**src/rtl/bcd_serial_source.sv**
```systemverilog
// Nibble FIFO feeding an MSB-first serializer that drives the recognizer's LINEA input.
// Optional even-parity fifth bit when BCD_SERIAL_SOURCE_PARITY_EN is defined.
module bcd_serial_source #(
    parameter int   DEPTH      = 4,
    parameter logic IDLE_LEVEL = 1'b0
) (
    input  logic       clock,
    input  logic       reset,
    input  logic [3:0] DIN,
    input  logic       DIN_VALID,
    output logic       DIN_READY,
    input  logic       SHIFT_EN,
    output logic       LINEA,
    output logic       FRAME_START,
    output logic       BUSY
);

    localparam int AW = $clog2(DEPTH);

`ifdef BCD_SERIAL_SOURCE_PARITY_EN
    localparam logic [2:0] NBITS = 3'd5;
`else
    localparam logic [2:0] NBITS = 3'd4;
`endif

    typedef enum logic {
        S_IDLE,
        S_SHIFT
    } state_t;

    state_t state, state_nx;

    logic [3:0]    mem [DEPTH];
    logic [AW-1:0] rd_ptr, wr_ptr;
    logic [AW:0]   count;
    logic          push, pop, fifo_empty;
    logic [3:0]    head;

    logic [3:0] shreg, shreg_nx;
    logic [2:0] bit_cnt, bit_cnt_nx;
    logic       line_nx, fs_nx;
    logic       fill_bit;

    assign fifo_empty = (count == '0);
    assign DIN_READY  = (count != (AW+1)'(DEPTH));
    assign push       = DIN_VALID & DIN_READY;
    assign head       = mem[rd_ptr];
    assign BUSY       = (state == S_SHIFT) || !fifo_empty;

`ifdef BCD_SERIAL_SOURCE_PARITY_EN
    assign fill_bit = ^head;
`else
    assign fill_bit = 1'b0;
`endif

    // Storage carries no reset; only pointers and count define what is valid.
    always_ff @(posedge clock) begin
        if (push) begin
            mem[wr_ptr] <= DIN;
        end
    end

    always_ff @(posedge clock or posedge reset) begin
        if (reset) begin
            rd_ptr <= '0;
            wr_ptr <= '0;
            count  <= '0;
        end else begin
            if (push) wr_ptr <= wr_ptr + 1'b1;
            if (pop)  rd_ptr <= rd_ptr + 1'b1;
            case ({push, pop})
                2'b10:   count <= count + 1'b1;
                2'b01:   count <= count - 1'b1;
                default: count <= count;
            endcase
        end
    end

    always_ff @(posedge clock or posedge reset) begin
        if (reset) begin
            state       <= S_IDLE;
            shreg       <= '0;
            bit_cnt     <= '0;
            LINEA       <= IDLE_LEVEL;
            FRAME_START <= 1'b0;
        end else begin
            state       <= state_nx;
            shreg       <= shreg_nx;
            bit_cnt     <= bit_cnt_nx;
            LINEA       <= line_nx;
            FRAME_START <= fs_nx;
        end
    end

    // Loading from IDLE and from the last bit of SHIFT are identical, giving gapless frames.
    always_comb begin
        state_nx   = state;
        shreg_nx   = shreg;
        bit_cnt_nx = bit_cnt;
        line_nx    = LINEA;
        fs_nx      = FRAME_START;
        pop        = 1'b0;
        if (SHIFT_EN) begin
            if (state == S_SHIFT && bit_cnt != NBITS) begin
                line_nx    = shreg[3];
                shreg_nx   = {shreg[2:0], 1'b0};
                bit_cnt_nx = bit_cnt + 1'b1;
                fs_nx      = 1'b0;
            end else if (!fifo_empty) begin
                pop        = 1'b1;
                line_nx    = head[3];
                shreg_nx   = {head[2:0], fill_bit};
                bit_cnt_nx = 3'd1;
                fs_nx      = 1'b1;
                state_nx   = S_SHIFT;
            end else begin
                line_nx    = IDLE_LEVEL;
                fs_nx      = 1'b0;
                state_nx   = S_IDLE;
            end
        end
    end

endmodule

```
**config.mk**
```make
export PLATFORM = sky130hd
export DESIGN_NAME = bcd_serial_source
export DESIGN_NICKNAME = d
export VERILOG_FILES = /design/src/rtl/bcd_serial_source.sv
export SDC_FILE = /design/constraint.sdc
export NUM_CORES = 1
export LEC_CHECK = 0
export BUFFER_PORTS_ARGS = -buffer_cell sky130_fd_sc_hd__buf_2
export CAP_MARGIN = 10
export CORE_ASPECT_RATIO = 0.7
export CORE_UTILIZATION = 50
export CTS_BUF_LIST = sky130_fd_sc_hd__clkbuf_2
export CTS_CLUSTER_SIZE = 14
export DETAILED_ROUTE_END_ITERATION = 10
export PLACE_DENSITY = 0.75
export SYNTH_ARGS = -nofsm -noshare
export SYNTH_HDL_FRONTEND = slang
export SYNTH_SLANG_ARGS = --single-unit
```
**constraint.sdc**
```tcl
create_clock -name clock -period 2.66 [get_ports clock]
set_input_delay 0.133 -clock clock [delete_from_list [all_inputs] [get_ports clock]]
set_output_delay 0.133 -clock clock [all_outputs]
set_load 0.02 [all_outputs]
```
After elaboration in Yosys (flattened, before gate mapping)
Memory sizes are Yosys's and may differ from the RTL's. Index checks and enable logic that the tools add are counted.

Register bits after elaboration: 17. Memory bits (writable): 16. Output and inout bits: 4. Memories kept: 1.

Memories: mem (words 4, width 4, read ports 1, clocked after memory_dff 0, wr ports 1, line 33) `logic [3:0] mem [DEPTH];`.

Add/sub/neg operators: 5. Eq/ne operators: 5. Mux-type cells: 12. Bitwise gates (word level): 2. Reduce and logical (&&, ||, !) cells: 7.

Operators by type and width (count): $mux W4 (2); $mux W1 (7); $add A3 B1 Y3 const B (2); $mux W3 (2); $ne A3 B3 Y1 const B (2); $pmux W3 S2 (1); $add A2 B1 Y2 const B (2); $reduce_and A2 Y1 (2); $logic_not A3 Y1 (1); $sub A3 B1 Y3 const B (1); $eq A2 B1 Y1 const B (1); $eq A2 B2 Y1 const B (1); $ne A2 B1 Y1 const B (1); $reduce_bool A2 Y1 (1); $and A1 B1 Y1 (1); $logic_and A1 B1 Y1 (1); $logic_not A1 Y1 (1); $logic_or A1 B1 Y1 (1); $not A1 Y1 (1).

Logic depth before layout (Yosys ltp)
Gate-level depths: netlist of the first run.

Depth after elaboration: 6. Depth in mapped cells: 10. Depth with buffers taken out: 10.

Least setup slack after synthesis of the first run
OpenSTA, ideal clock, no wires.

Kind: register -> register. Start point: register count[0]. End point: register count[2]. Setup time: 79 ps. Data arrival time: 2037 ps. Data required time: 2581 ps. Slack: 544 ps. Stages on the path, launching flop included: 10. Clock period less this slack: 2116 ps. Cells stage by stage: dfrtp_1 > or3b_4 > and2_4 > inv_1 > ha_1 > inv_1 > fa_1 > xor2_1 > nor2_1 > xor2_1.

Elaborated cells between the ends (all ways): 12. Classes of those cells: 2 x add/sub; 3 x eq/ne; 4 x mux; 1 x bitwise; 2 x reduce/logical.

RTL lines: from (decl) (line 35) `logic [AW:0] count;`; from (signal assigned) (line 72) `2'b10: count <= count + 1'b1;`; from (signal assigned) (line 73) `2'b01: count <= count - 1'b1;`; from (signal assigned) (line 74) `default: count <= count;`; $ne A3 B3 Y1 * (line 45) `assign DIN_READY = (count != (AW+1)'(DEPTH));`; net DIN_READY (line 11) `output logic DIN_READY,`; $and A1 B1 Y1 * (line 46) `assign push = DIN_VALID & DIN_READY;`; $eq A2 B1 Y1 / $eq A2 B2 Y1 (equally long branches) (line 71) `case ({push, pop})`; $pmux W3 S2 / $reduce_bool A2 Y1 (equally long branches).

Mark *: on every way through the listed nets, which the timed path passes. The rest lies on a longest branch. A chain may end at the register's enable or synchronous reset.

Final worst setup path of the first run
Start point: register bit_cnt[0]. End point: register count[2].

Word-level cells in the longest chain between the ends: 6. Elaborated cells between the ends (all ways): 8. Classes of those cells: 3 x eq/ne; 3 x mux; 2 x reduce/logical.

Ends and longest elaborated chain: from (decl) (line 40) `logic [2:0] bit_cnt, bit_cnt_nx;`; from (signal assigned) (line 89) `bit_cnt <= bit_cnt_nx;`; $ne A3 B3 Y1 * (line 104) `if (state == S_SHIFT && bit_cnt != NBITS) begin`; $logic_and A1 B1 Y1 * (line 104); $mux W1 * (line 104); $mux W1 * (line 103) `if (SHIFT_EN) begin`; net pop (line 36) `logic push, pop, fifo_empty;`; $eq A2 B1 Y1 / $eq A2 B2 Y1 (equally long branches) (line 71); $pmux W3 S2 / $reduce_bool A2 Y1 (equally long branches).

Marked as above.

==> results of run 1 <==
## power groups by stage
stage               combinational (mW)  clock, mW  sequential, mW
finish                           0.590      0.224           0.830
global route                     0.646      0.248           0.851
CTS                              0.594      0.224           0.830
detailed placement               0.578          0           0.842
global placement                 0.551          0           0.824
floorplan                        0.459          0           0.802
## how the worst max path moves through the flow
stage                                start                    to  slack [ps]
finish              bit_cnt[0]$_DFFE_PP0P_  count[2]$_DFFE_PP0P_         370
global route        bit_cnt[0]$_DFFE_PP0P_  count[2]$_DFFE_PP0P_         230
CTS                 bit_cnt[0]$_DFFE_PP0P_  count[2]$_DFFE_PP0P_         390
detailed placement  bit_cnt[0]$_DFFE_PP0P_  count[2]$_DFFE_PP0P_         430
global placement      count[0]$_DFFE_PP0P_  count[2]$_DFFE_PP0P_         540
floorplan             count[0]$_DFFE_PP0P_  count[2]$_DFFE_PP0P_         540
## layer usage
| layer | vias to the layer above | routed length, um | track usage (%) |
|---|---|---|---|
| met1 | 448 | 1160 | 23.3 |
| met2 | 17 | 1320 | 33.9 |
| met3 | 5 | 117 | 9.47 |
| met4 | 0 | 34 | 6.38 |
| li1 | 410 | - | - |
| met5 | - | 0 | 0 |
## flip-flops by register name, indices dropped and copies added, names as in the netlist
signal / cells
mem: 16
bit_cnt: 3
count: 3
shreg: 3
rd_ptr: 2
wr_ptr: 2
FRAME_START: 1
LINEA: 1
state: 1
## cells by family after synthesis
logic type	count (synthesis)
buf+inv	13
mux	8
flops	32
compound gates	13
xor+xnor	6
simple gates	19
fa+ha+maj	8
## stage by stage
step           instance area (um^2)  setup WS [ps]
2_1_floorplan                  1460            544
3_3_place_gp                   1560            539
3_5_place_dp                   1560            432
4_1_cts                        1650            393
5_1_grt                        1650            227
6_report                       1650            367
## worst max-delay path, stage by stage (launching register included)
cell	delay, ps
dfrtp_1	460
inv_1	70
ha_1	210
a21boi_1	430
nor2_1	160
ha_1	250
inv_1	80
fa_1	180
xor2_1	160
nor2_1	70
xor2_1	130
## final cells by class
type	instances	share of cell area, %
multi-input cells	54	31.8
clock buffers	5	1.52
clock inverters	3	0.836
flip-flops and latches	32	53.5
well taps	34	2.58
repair buffers	18	7.29
inverters	11	2.51
## cells in the final DEF (no fill, tap or decap), drive strengths merged
master,instances
o21ai,1
mux2i,2
dlygate4sd3,5
mux2,2
nand2b,1
clkbuf,5
xnor2,3
and2,1
edfxtp,16
nand3,2
o31a,2
xor2,3
dfrtp,16
nor2,5
or3b,1
inv,11
nand2,1
clkinv,3
buf,13
mux4,4
fa,1
and3,4
o221a,2
a21boi,2
a32o,1
o2bb2ai,1
ha,7
a21o,1
nand4b,1
o22ai,1
a21bo,1
o31ai,1
or4,1
or3,2
==> summary.txt, run 1 <==
Run status
  • Status: complete, no violations

Min path
  • Hold Crit Start: SHIFT_EN
  • Worst min path class: in2reg
  • Sink of the worst hold path: FRAME_START$_DFFE_PP0P_
  • Hold depth: 2

Job
  • Max-cap violations: 0

CTS
  • Root Buffer: clkbuf_2
  • CTS Buf Count: 5
  • Clk buf depth: 2
  • Worst-Skew Late Latency: roughly 380 ps
  • CTS Hold Buffers Added: 5
  • H-tree depth: 2
  • # resized after CTS: 0
  • CTS tree: done
  • Setup bufs post-CTS: 0
  • TritonCTS Sinks: 32
  • CTS clk-pin slew, worst paths: 160 ps

Timing
  • Least-Margin Pin Slew: 637 ps
  • Final hold vios: 0
  • Crit path time final: 2290 ps
  • Total negative setup slack: 0 ps
  • Fin Hold WS: 47.9 ps
  • Slew Limit Fails: 0
  • Clock skew: 12.6 ps
  • Peak Freq: 0.436 GHz
  • Final period util: between 80 and 90%
  • Worst slew margin: 57.5%
  • Endpoints failing setup: 0
  • RSZ-0062 raised after global routing: false

Power and ir drop
  • VDD IR max: 0.634 mV
  • Sequential power share: 50.5%
  • Sw Ratio: 36.4%
  • Cell Int Power: 1.05 mW
  • Overall power: 1.64 mW
  • Static Leak: 0.709 nW
  • Psw: roughly 0.6 mW
  • Clock share of power: between 10 and 15%
  • Combinational Power Share: 35.9%
  • PD cells: 998 mW/mm^2

Placement
  • Port buffer count: 11
  • RD Place Congestion: ~0.72
  • HPWL after DPL: between 1500 and 2000 um
  • # placed instances: around 140

Logic synthesis
  • Syn nets: 115
  • Synth Area in Compound Gates: 7.53%
  • Post-Synth XOR/XNOR Area: 3.60%
  • Fraction of the mapped netlist area in adder cells: 7.36%
  • FFs w/ async S/R, synth: 50.0%
  • Synth top area cells: edfxtp_1, dfrtp_1, ha_1, mux4_1, mux4_2
  • Syn Area/Cell: 14.8 um^2
  • YS warnings: 0
  • Post-synthesis instance total: between 90 and 100
  • Post-synthesis sequential area ratio: between 60% and 70%
  • Post-synthesis mux area share: 9.59%
  • Synth cell types: 34
  • Post-synth EDFFs: 16
  • Synth cell count leaders: dfrtp_1, edfxtp_1, inv_1
  • Post-synth top area share: 32.9%
  • Prevailing post-synth register cell: edfxtp_1
  • Yosys reg bits: 32
  • Syn Std Cell Area: ~0.0015 mm^2
  • Simple-gate share of the synthesized area: 7.71%
  • Main combinational cell family by area after synthesis: multiplexers
  • Yosys top cell by area: edfxtp_1

Floorplanning
  • Die area: 0.00315 mm^2
  • Core area: 0.00261 mm^2
  • Initial Util: 56.0%
  • Num ports: 12
  • Rows: 15
  • Die span in x: 66.6 um
  • Chip Height: 47.2 um

Cells and area
  • Final #Nets: 138
  • Multi-input gate area: around 520 um^2
  • P&R area growth vs syn: 12.7%
  • Sequential standard cell area: 881 um^2
  • ANT cells: 0
  • Fin cells: around 160
  • Filler instances: 208
  • Fraction of layout cells with a size suffix above 1: 23.6%
  • Final core occ: 63.1%

Critical path
  • Reg2reg end: count[2]$_DFFE_PP0P_
  • Crit Path Class: reg2reg
  • Worst r2r path cells: 10
  • Worst Path Max Fanout: 7
  • Worst reg-to-reg setup slack: 370 ps
  • Critical Path End Type: flop
  • RR Startpoint: bit_cnt[0]$_DFFE_PP0P_
  • Startpoint types: flop
  • WP data arrival: 2570 ps
  • CP required: 2940 ps

Drt
  • DRC: 0
  • Via Count: 880
  • Avg WL per Cell: 16.8 um
  • Routed wire length: 2630 um
  • First-pass DRT Iterations: 5
  • Drt initial violations: 54
  • Vias per cell: roughly 5.6
  • Final ANT Viol Nets: 0

GRT
  • Vias in the first global route: 897
  • Initial antenna violation count: 0
  • Largest net degree at the start of global routing: 17
  • GRT Total Usage: 20.1%
  • GR Overflow Total: 0
  • First-pass GRT wire length: 4170 um
(Power assumes the default switching activity.)
==> inputs of run 2 (changes only) <==
ABC_AREA = 1   (was default)
BUFFER_PORTS_ARGS = -buffer_cell sky130_fd_sc_hd__buf_4   (was -buffer_cell sky130_fd_sc_hd__buf_2)
PLACE_DENSITY = 0.74   (was 0.75)
==> summary.txt, run 2 <==
Cells and area
  • Fin cells: 209 (+33%)
  • Fraction of layout cells with a size suffix above 1: 19.1% (-4.5 points)
  • Commonest non-fill, non-tap cell in the layout: nand2_1
  • Most frequent cells in the layout: nand2_1, inv_1, dfrtp_1, nand3_1, edfxtp_1
  • Reg with most FFs: mem
  • Max reg flops: 16 (unchanged)
  • Final #Nets: 188 (+36%)
  • Filler instances: 252 (+21%)
  • Final Cell Area: 0.00175 mm^2 (+6.1%)
  • ANT cells: 0 (unchanged)
  • P&R area growth vs syn: 13.8%

Critical path
  • Worst r2r path cells: 12 (+2)
  • Worst Path Max Fanout: 7 (unchanged)
  • Startpoint types: flop
  • WP data arrival: 2550 ps (-20 ps)
  • CP required: 2910 ps (-30 ps)
  • Reg2reg end: count[2]$_DFFE_PP0P_
  • Worst reg-to-reg setup slack: 360 ps (about the same)
  • RR Startpoint: bit_cnt[0]$_DFFE_PP0P_
  • Critical Path End Type: flop
  • Crit Path Class: reg2reg

Min path
  • Hold Crit Start: SHIFT_EN
  • Sink of the worst hold path: state$_DFFE_PP0P_
  • Worst min path class: in2reg
  • Hold depth: 2 (unchanged)

GRT
  • Initial antenna violation count: 0 (unchanged)
  • GR Overflow Total: 0 (unchanged)
  • Largest net degree at the start of global routing: 17 (unchanged)
  • Vias in the first global route: 1032 (+15%)
  • GRT Total Usage: 19.9% (-0.16 points)
  • First-pass GRT wire length: 4600 um (+10%)

Drt
  • Drt initial violations: 75 (+39%)
  • Avg WL per Cell: 12.8 um (-23%)
  • Routed wire length: 2680 um (+1.9%)
  • Via Count: 1046 (+19%)
  • First-pass DRT Iterations: 4 (-1)
  • DRC: 0 (unchanged)
  • Vias per cell: 5.00 (-11%)
  • Final ANT Viol Nets: 0 (unchanged)

Logic synthesis
  • Syn nets: 166 (+44%)
  • Post-synth top area share: 31.3% (-1.6 points)
  • Post-synthesis sequential area ratio: 57.4% (-2.9 points)
  • Yosys reg bits: 32 (unchanged)
  • Synth top area cells: edfxtp_1, dfrtp_1, nand2_1, inv_1, ha_1
  • FFs w/ async S/R, synth: 50.0% (unchanged)
  • Synth cell count leaders: nand2_1, inv_1, dfrtp_1, edfxtp_1, nand3_1
  • Syn Area/Cell: 10.2 um^2 (-31%)
  • YS warnings: 0 (unchanged)
  • Most numerous cell in the Yosys netlist: nand2_1
  • Post-synth EDFFs: 16 (unchanged)
  • Syn Std Cell Area: 0.00154 mm^2 (+5.1%)
  • Prevailing post-synth register cell: edfxtp_1
  • Synth cell types: 24 (-29%)
  • Post-synthesis instance total: 150 (+52%)
  • Yosys top cell by area: edfxtp_1

Floorplanning
  • Die area: 0.00330 mm^2 (+4.9%)
  • Num ports: 12 (unchanged)
  • Initial Util: 53.6% (-2.4 points)
  • Die span in x: 68.2 um (+2.4%)
  • Chip Height: 48.4 um (+2.4%)
  • Core area: 0.00286 mm^2 (+9.7%)
  • Rows: 16 (+1)

CTS
  • H-tree depth: 2 (unchanged)
  • TritonCTS Sinks: 32 (unchanged)
  • Root Buffer: clkbuf_2
  • Worst-Skew Late Latency: 380 ps (about the same)
  • Clk buf depth: 2 (unchanged)
  • CTS clk-pin slew, worst paths: 170 ps (about the same)
  • CTS tree: done
  • # resized after CTS: 0 (unchanged)
  • CTS Buf Count: 5 (unchanged)
  • Setup bufs post-CTS: 0 (unchanged)

Placement
  • RD Place Congestion: 0.807 (+12%)
  • Port buffer count: 11 (unchanged)
  • Area of placed instances: 0.00166 mm^2 (+6.4%)
  • # placed instances: 196 (+36%)
  • HPWL after DPL: 1990 um (+7.3%)

Timing
  • Total negative setup slack: 0 ps (unchanged)
  • Slew Limit Fails: 0 (unchanged)
  • Peak Freq: 0.435 GHz (-0.33%)
  • Crit path time final: 2300 ps (+7.59 ps)
  • Clock skew: 20.3 ps (+7.65 ps)
  • Worst slew margin: 58.1% (+0.57 points)
  • Endpoints failing setup: 0 (unchanged)
  • Least-Margin Pin Slew: 628 ps (-8.53 ps)
  • RSZ-0062 raised after global routing: false
  • Final period util: 86.5% (+0.29 points)
  • Final hold vios: 0 (unchanged)

Power and ir drop
  • PD cells: 968 mW/mm^2 (-3.0%)
  • Clock share of power: 13.8% (+0.2 points)
  • Cell Int Power: 1.00 mW (-4.2%)
  • Psw: 0.690 mW (+15%)
  • VDD IR max: 0.499 mV (-21%)
  • Static Leak: 0.839 nW (+18%)
  • Combinational Power Share: 40.3% (+4.4 points)
  • Overall power: 1.69 mW (+2.9%)
  • Sequential power share: 45.8% (-4.7 points)
  • Sw Ratio: 40.8% (+4.4 points)

Run status
  • Status: complete, no violations

Job
  • Max-cap violations: 0 (unchanged)
run 2: per-stage QoR:
stage / util, % / hold WS (ps) / worst slack [ps]
global placement: 57.9 / 243 / 547
finish: 61.0 / 34.6 / 359
detailed placement: 57.9 / 260 / 439
global route: 61.0 / 6.74 / 162
floorplan: - / 46.7 / 624
CTS: 61.0 / 25.7 / 379
run 2: power by group through the flow:
stage	clock, mW	sequential, mW	combinational (mW)
floorplan	0	0.763	0.518
global placement	0	0.782	0.647
detailed placement	0	0.787	0.677
CTS	0.236	0.775	0.688
global route	0.267	0.792	0.779
finish	0.234	0.775	0.682
run 2: area by class of cell:
class | instances | area (um^2) | area share (%)
well taps | 36 | 45.0 | 2.58
repair buffers | 16 | 133 | 7.59
inverters | 29 | 114 | 6.52
clock inverters | 1 | 3.75 | 0.215
flip-flops and latches | 32 | 881 | 50.4
multi-input cells | 88 | 536 | 30.7
clock buffers | 7 | 35.0 | 2.01
run 2: what timing repair did:
action	in CTS	in global routing
endpoints found under the hold margin	32	0
hold buffers	5	0
setup endpoints to repair	0	0
run 2: cells by family after synthesis:
kind of cell               count (synthesis)  synth area share [%]
buffers and inverters                     30                  7.74
adders and majority gates                  8                  7.01
xor gates and xnor gates                   5                  2.85
AOI/OAI and AO/OA                         11                  4.48
and+or+nand+nor                           64                  20.5
DFF                                       32                  57.4
run 2: worst max-delay path by stage:
| stage | start | endpoint | cells after the start |
|---|---|---|---|
| after global placement | bit_cnt[0]$_DFFE_PP0P_ | count[2]$_DFFE_PP0P_ | 12 |
| after CTS | bit_cnt[0]$_DFFE_PP0P_ | count[2]$_DFFE_PP0P_ | 12 |
| final | bit_cnt[0]$_DFFE_PP0P_ | count[2]$_DFFE_PP0P_ | 12 |
| after detailed placement | bit_cnt[0]$_DFFE_PP0P_ | count[2]$_DFFE_PP0P_ | 12 |
| after floorplan | bit_cnt[0]$_DFFE_PP0P_ | count[2]$_DFFE_PP0P_ | 12 |
| after global routing | bit_cnt[0]$_DFFE_PP0P_ | count[2]$_DFFE_PP0P_ | 12 |
run 2: per-layer routing:
metal / vias to the layer above / share of wire [%] / GRT usage (%)
met3: 7 / 6.8 / 8.73
met2: 34 / 44 / 26.5
met1: 482 / 48 / 28.4
met4: 0 / 1.8 / 7.64
li1: 523 / - / -
met5: - / 0 / 0
run 2: worst max-delay path, stage by stage (launching register included):
cell and delay, ps:
dfrtp_1 420, inv_1 140, ha_1 170, nand2_1 80, nand2_4 120, nand3_4 100
inv_2 90, ha_1 140, inv_1 70, fa_1 380, a21oi_1 170, o21ai_0 140
xor2_1 160
